===== src/rtl/secded_codec.sv =====
// Multi-cycle Hamming SECDED encoder/decoder: one Hamming parity bit per CALC cycle,
// then overall parity (CHECK) and single-error correction / double-error detection (FIX).
module secded_codec #(
   parameter int DATA_W = 11,
   parameter int PAR_W  = 4,
   localparam int CODE_W = DATA_W + PAR_W + 1
) (
   input  logic              clk,
   input  logic              reset,
   input  logic              start,
   input  logic              mode_in,
   input  logic [DATA_W-1:0] data_in,
   input  logic [CODE_W-1:0] code_in,
   output logic              busy,
   output logic              done,
   output logic [CODE_W-1:0] code_out,
   output logic [DATA_W-1:0] data_out,
   output logic [PAR_W-1:0]  syndrome_out,
   output logic              sec_out,
   output logic              ded_out
);

   localparam int K_W = (PAR_W > 1) ? $clog2(PAR_W) : 1;

   typedef enum logic [2:0] {IDLE, CALC, CHECK, FIX, DONE} state_t;

   state_t            state, state_nxt;
   logic [K_W-1:0]    k;
   logic              mode;
   logic [CODE_W-1:0] word;
   logic [PAR_W-1:0]  syn;
   logic              ov;
   logic              accept;
   logic              cur_par;
   logic [CODE_W-1:0] fix_code;
   logic              fix_sec, fix_ded;

   // Data bits fill the non-power-of-two positions above bit 0 in ascending order.
   function automatic logic [CODE_W-1:0] place(input logic [DATA_W-1:0] d);
      logic [CODE_W-1:0] w;
      int i;
      w = '0;
      i = 0;
      for (int j = 1; j < CODE_W; j++) begin
         if ((j & (j - 1)) != 0) begin
            w[j] = d[i];
            i++;
         end
      end
      return w;
   endfunction

   function automatic logic [DATA_W-1:0] extract(input logic [CODE_W-1:0] w);
      logic [DATA_W-1:0] d;
      int i;
      d = '0;
      i = 0;
      for (int j = 1; j < CODE_W; j++) begin
         if ((j & (j - 1)) != 0) begin
            d[i] = w[j];
            i++;
         end
      end
      return d;
   endfunction

   function automatic logic parity_k(input logic [CODE_W-1:0] w, input int kk);
      logic p;
      p = 1'b0;
      for (int j = 1; j < CODE_W; j++) begin
         if (((j >> kk) & 1) != 0) p = p ^ w[j];
      end
      return p;
   endfunction

   assign accept  = start && (state == IDLE || state == DONE);
   assign cur_par = parity_k(word, int'(k));
   assign busy    = (state == CALC) || (state == CHECK) || (state == FIX);
   assign done    = (state == DONE);

   always_comb begin
      state_nxt = state;
      case (state)
         IDLE:    if (start) state_nxt = CALC;
         CALC:    if (k == K_W'(PAR_W - 1)) state_nxt = CHECK;
         CHECK:   state_nxt = FIX;
         FIX:     state_nxt = DONE;
         DONE:    state_nxt = start ? CALC : IDLE;
         default: state_nxt = IDLE;
      endcase
   end

   // Decode classification; encode passes the word through untouched.
   always_comb begin
      fix_code = word;
      fix_sec  = 1'b0;
      fix_ded  = 1'b0;
      if (mode) begin
         if (syn == '0) begin
            if (ov) begin
               fix_code[0] = ~word[0];
               fix_sec     = 1'b1;
            end
         end else if (!ov || int'(syn) >= CODE_W) begin
            fix_ded = 1'b1;
         end else begin
            for (int j = 1; j < CODE_W; j++) begin
               if (int'(syn) == j) fix_code[j] = ~word[j];
            end
            fix_sec = 1'b1;
         end
      end
   end

   always_ff @(posedge clk) begin
      if (reset) begin
         state        <= IDLE;
         k            <= '0;
         code_out     <= '0;
         data_out     <= '0;
         syndrome_out <= '0;
         sec_out      <= 1'b0;
         ded_out      <= 1'b0;
      end else begin
         state <= state_nxt;
         if (accept)
            k <= '0;
         else if (state == CALC)
            k <= k + 1'b1;
         if (state == FIX) begin
            code_out     <= fix_code;
            data_out     <= extract(fix_code);
            syndrome_out <= mode ? syn : '0;
            sec_out      <= fix_sec;
            ded_out      <= fix_ded;
         end
      end
   end

   // Working word, mode and syndrome need no reset: they are always loaded before use.
   always_ff @(posedge clk) begin
      if (accept) begin
         mode <= mode_in;
         word <= mode_in ? code_in : place(data_in);
      end else if (state == CALC) begin
         for (int j = 0; j < PAR_W; j++) begin
            if (int'(k) == j) begin
               if (mode) syn[j] <= cur_par;
               else      word[1 << j] <= cur_par;
            end
         end
      end else if (state == CHECK) begin
         if (mode) ov <= ^word;
         else      word[0] <= ^word[CODE_W-1:1];
      end
   end

endmodule


===== config.mk =====
export PLATFORM = sky130hd
export DESIGN_NAME = secded_codec
export DESIGN_NICKNAME = d
export VERILOG_FILES = /design/src/rtl/secded_codec.sv
export SDC_FILE = /design/constraint.sdc
export NUM_CORES = 1
export LEC_CHECK = 0
export CORE_ASPECT_RATIO = 1.25
export CORE_UTILIZATION = 53
export DETAILED_ROUTE_END_ITERATION = 10
export GPL_TIMING_DRIVEN = 0
export PLACE_DENSITY = 0.9
export SLEW_MARGIN = 5
export SYNTH_ARGS = -nofsm -noshare
export SYNTH_HDL_FRONTEND = slang
export SYNTH_SLANG_ARGS = --single-unit

===== constraint.sdc =====
create_clock -name clk -period 4.93 [get_ports clk]
set_input_delay 0.493 -clock clk [delete_from_list [all_inputs] [get_ports clk]]
set_output_delay 0.493 -clock clk [all_outputs]
set_load 0.05 [all_outputs]

==> results.txt <==
First-pass DRT Iterations: 4
Vias in the first global route: 2035
Clock Skews: 0.008410 ns
Cell variety after synth: 32
Root Driver: clkbuf_8
Number of enable flip-flop cells after synthesis: 22
Crit Path Class: flop to flop
Cts hold-fix bufs: 0
Switching Share: 0.2901
Detailed Place HPWL: 4485 um
NetSw: 0.3067 mW
Worst Reg-to-Reg Cells: 7
Final nets: 376
Period minus WS final: 2.416 ns
Crit Path Max Fanout: 6
Design area: 3466 sq um
P_int: 0.7505 mW
Most common cell after layout, fill and taps aside: clkdlybuf4s50_1
Worst R2R Start: k[0]
Min-Delay Startpoint: syndrome_out[1]
Ranking of synthesized cells by area: edfxtp_1 (25%), dfxtp_1 (20%), xnor2_1 (8.9%)
CP Cell Sequence: inv_1 -> ha_1 -> nand2b_1 -> xnor3_1 -> xnor3_1 -> xor3_1 -> o21ai_1
Max clock buf depth: 2
Skew-Pair Late Insertion Delay: 0.30 ns
Area grow syn2layout: 30.29%
DRC Markers: 0
Hold Path Sink: syndrome_out[1]
Drt wl/cell: 14.51 um
R2r setup slk: 2.51 ns
Fin crit share: 0.4901
Mapped cell area: 2660 sq um
Most common flop cell mapped by yosys: dfxtp_1
CTS resizes: 0
CTS tree: done
Die width: 65.37 um
Total GRT Usage: 0.2295
Final Hold Vio Count: 0
Slew HR: 0.3646
Io pins: 66
Total negative slack: 0 ns
Combinational power share: 0.275
VDD IR max: 259.6 uV
Cell count after synthesis: 268
Mapped Nets: 305
Worst EP arrival: 2.44 ns
WHS: 0.4581 ns
Share of cells above drive strength 1: 0.09412
Final Max Slew Viols: 0
First-pass GRT wire length: 9094 um
Async S/R FF share, synth: 0
Core area: 4765 sq um
FMAX: 413.8 MHz
#FFs+latches synth: 49
Crit path capture type: flop
Leak: 1.212 nW
P per Cell Area: 305.0 nW/um^2
Setup violations, final: 0
Via/cell ratio: 5.400
Worst hold-check path type: flop to flop
Buffers on Ports: 64
Seq pwr share: 0.497
Clock share of power: 0.228
R2r endpoint: word[8]
WL final: 5805 um
Antenna diodes: 0
Gpl congestion: 0.8020
Cell row count: 28
GR Overflow Total: 0
Maxcap violations: 0
Unrepaired setup endpoints after global routing: false
Die height: 81.21 um
Clock sink count: 49
Post-CTS setup buffers: 0
CP max stage delay: 0.46 ns
Slew @ Worst Pin: 0.9531 ns
Synth warn: 0
Req. time, crit path: 4.95 ns
CP most frequent cell: xnor3_1
Yosys top cell by area: edfxtp_1
Startpoint types: flop
Status: complete, no violations
Post-synth top area share: 0.2484
Clk slew on worst S/H paths: 0.09 ns
Syn Area/Cell: 9.926 sq um
Cts bufs inserted: 5
Most frequent cells in the layout: clkdlybuf4s50_1 (64), nor2_1 (32), xnor2_1 (27), dfxtp_1 (27), edfxtp_1 (22)
DIE AREA: 5308 sq um
Crit-path slowest cell: dfxtp_1
Initial Util: 0.5583
Utilization after layout: 0.7274
Fillers: 356
Antenna-violating nets left: 0
Sequential area share after synthesis: 0.4516
Largest net degree at the start of global routing: 22
CTS H-Tree Depth: 2
Routed vias: 2160
Hold Crit Depth: 2
Launch point of the worst path: k[0]
DRT iter0 DRCs: 90
Area of placed instances: 3376 sq um
Initial antenna violation count: 0
[final cells by class]
class | instances | area, sq um | share of cell area
Inverter | 4 | 15.01 | 0.004332
Tap cell | 60 | 75.07 | 0.02166
Sequential cell | 49 | 1201 | 0.3466
Timing Repair Buffer | 64 | 640.6 | 0.1848
Clock buffer | 8 | 90.09 | 0.02599
Multi-Input combinational cell | 191 | 1309 | 0.3776
Buffer | 24 | 135.1 | 0.03899
[worst max-delay path by stage]
stage                     endpoint  slack (ns)  depth (start not counted)
after floorplan            word[1]        2.80                          7
after global placement     word[0]        2.34                          5
after detailed placement   word[0]        2.28                          5
after CTS                  word[1]        2.52                          7
after global routing       word[0]        2.34                          6
final                      word[8]        2.51                          7
[power groups by stage]
stage,logic (mW),registers (mW),clock network [mW]
2_1_floorplan,0.217,0.518,0
3_3_place_gp,0.273,0.530,0
3_5_place_dp,0.288,0.533,0
4_1_cts,0.291,0.523,0.243
5_1_grt,0.317,0.526,0.260
6_report,0.291,0.525,0.241
[sequential cells by signal, summed over array words and instances (netlist names)]
register	cells
code_out	16
ded_out	1
k	2
mode	1
ov	1
sec_out	1
state	3
syn	4
syndrome_out	4
word	16
[synth_stat cells (5+ instances only)]
library cell and count:
nor2b_1 5, nor2_1 32, edfxtp_1 22, nand3_1 12, a21oi_1 9, clkbuf_1 8
o21ai_0 10, ha_1 6, dfxtp_1 27, nand2b_1 6, mux2_2 11, xnor2_1 27
a21o_1 5, a211oi_1 10, or3_1 7, buf_4 11, nand2_1 14, nand3b_1 5
a311oi_1 7
[critical path: cells and delay by family, from the launching register on]
kind	cells	cell delay, ns
xor+xnor	3	1.08
buf+inv	1	0.12
flops	1	0.46
compound gates	1	0.09
fa+ha+maj	1	0.23
simple gates	1	0.16
[routing by layer]
layer	up-vias	global-route usage	wire length (um)
li1	1066	-	-
met1	1005	0.2435	2220
met2	77	0.4186	3202
met3	12	0.04916	265
met4	0	0.1239	116
met5	-	0	0
[stage by stage]
stage	std cells	power [mW]	setup WS [ns]
after floorplan	268	0.7349	2.803
after CTS	400	1.058	2.521
after global placement	392	0.8029	2.344
after detailed placement	392	0.8203	2.275
after global routing	400	1.103	2.338
final	400	1.057	2.514
[logic make-up (layout without fill, tap and decap cells)]
| kind of cell | count (synthesis) | after routing | synth area share |
|---|---|---|---|
| mux | 13 | 13 | 0.05409 |
| fa+ha+maj | 6 | 6 | 0.02822 |
| compound gates | 46 | 46 | 0.1119 |
| flops | 49 | 49 | 0.4516 |
| simple gates | 93 | 93 | 0.1731 |
| xor+xnor | 33 | 33 | 0.1246 |
| buf+inv | 28 | 100 | 0.05644 |
Note: power is estimated with default switching activity, not from simulation.
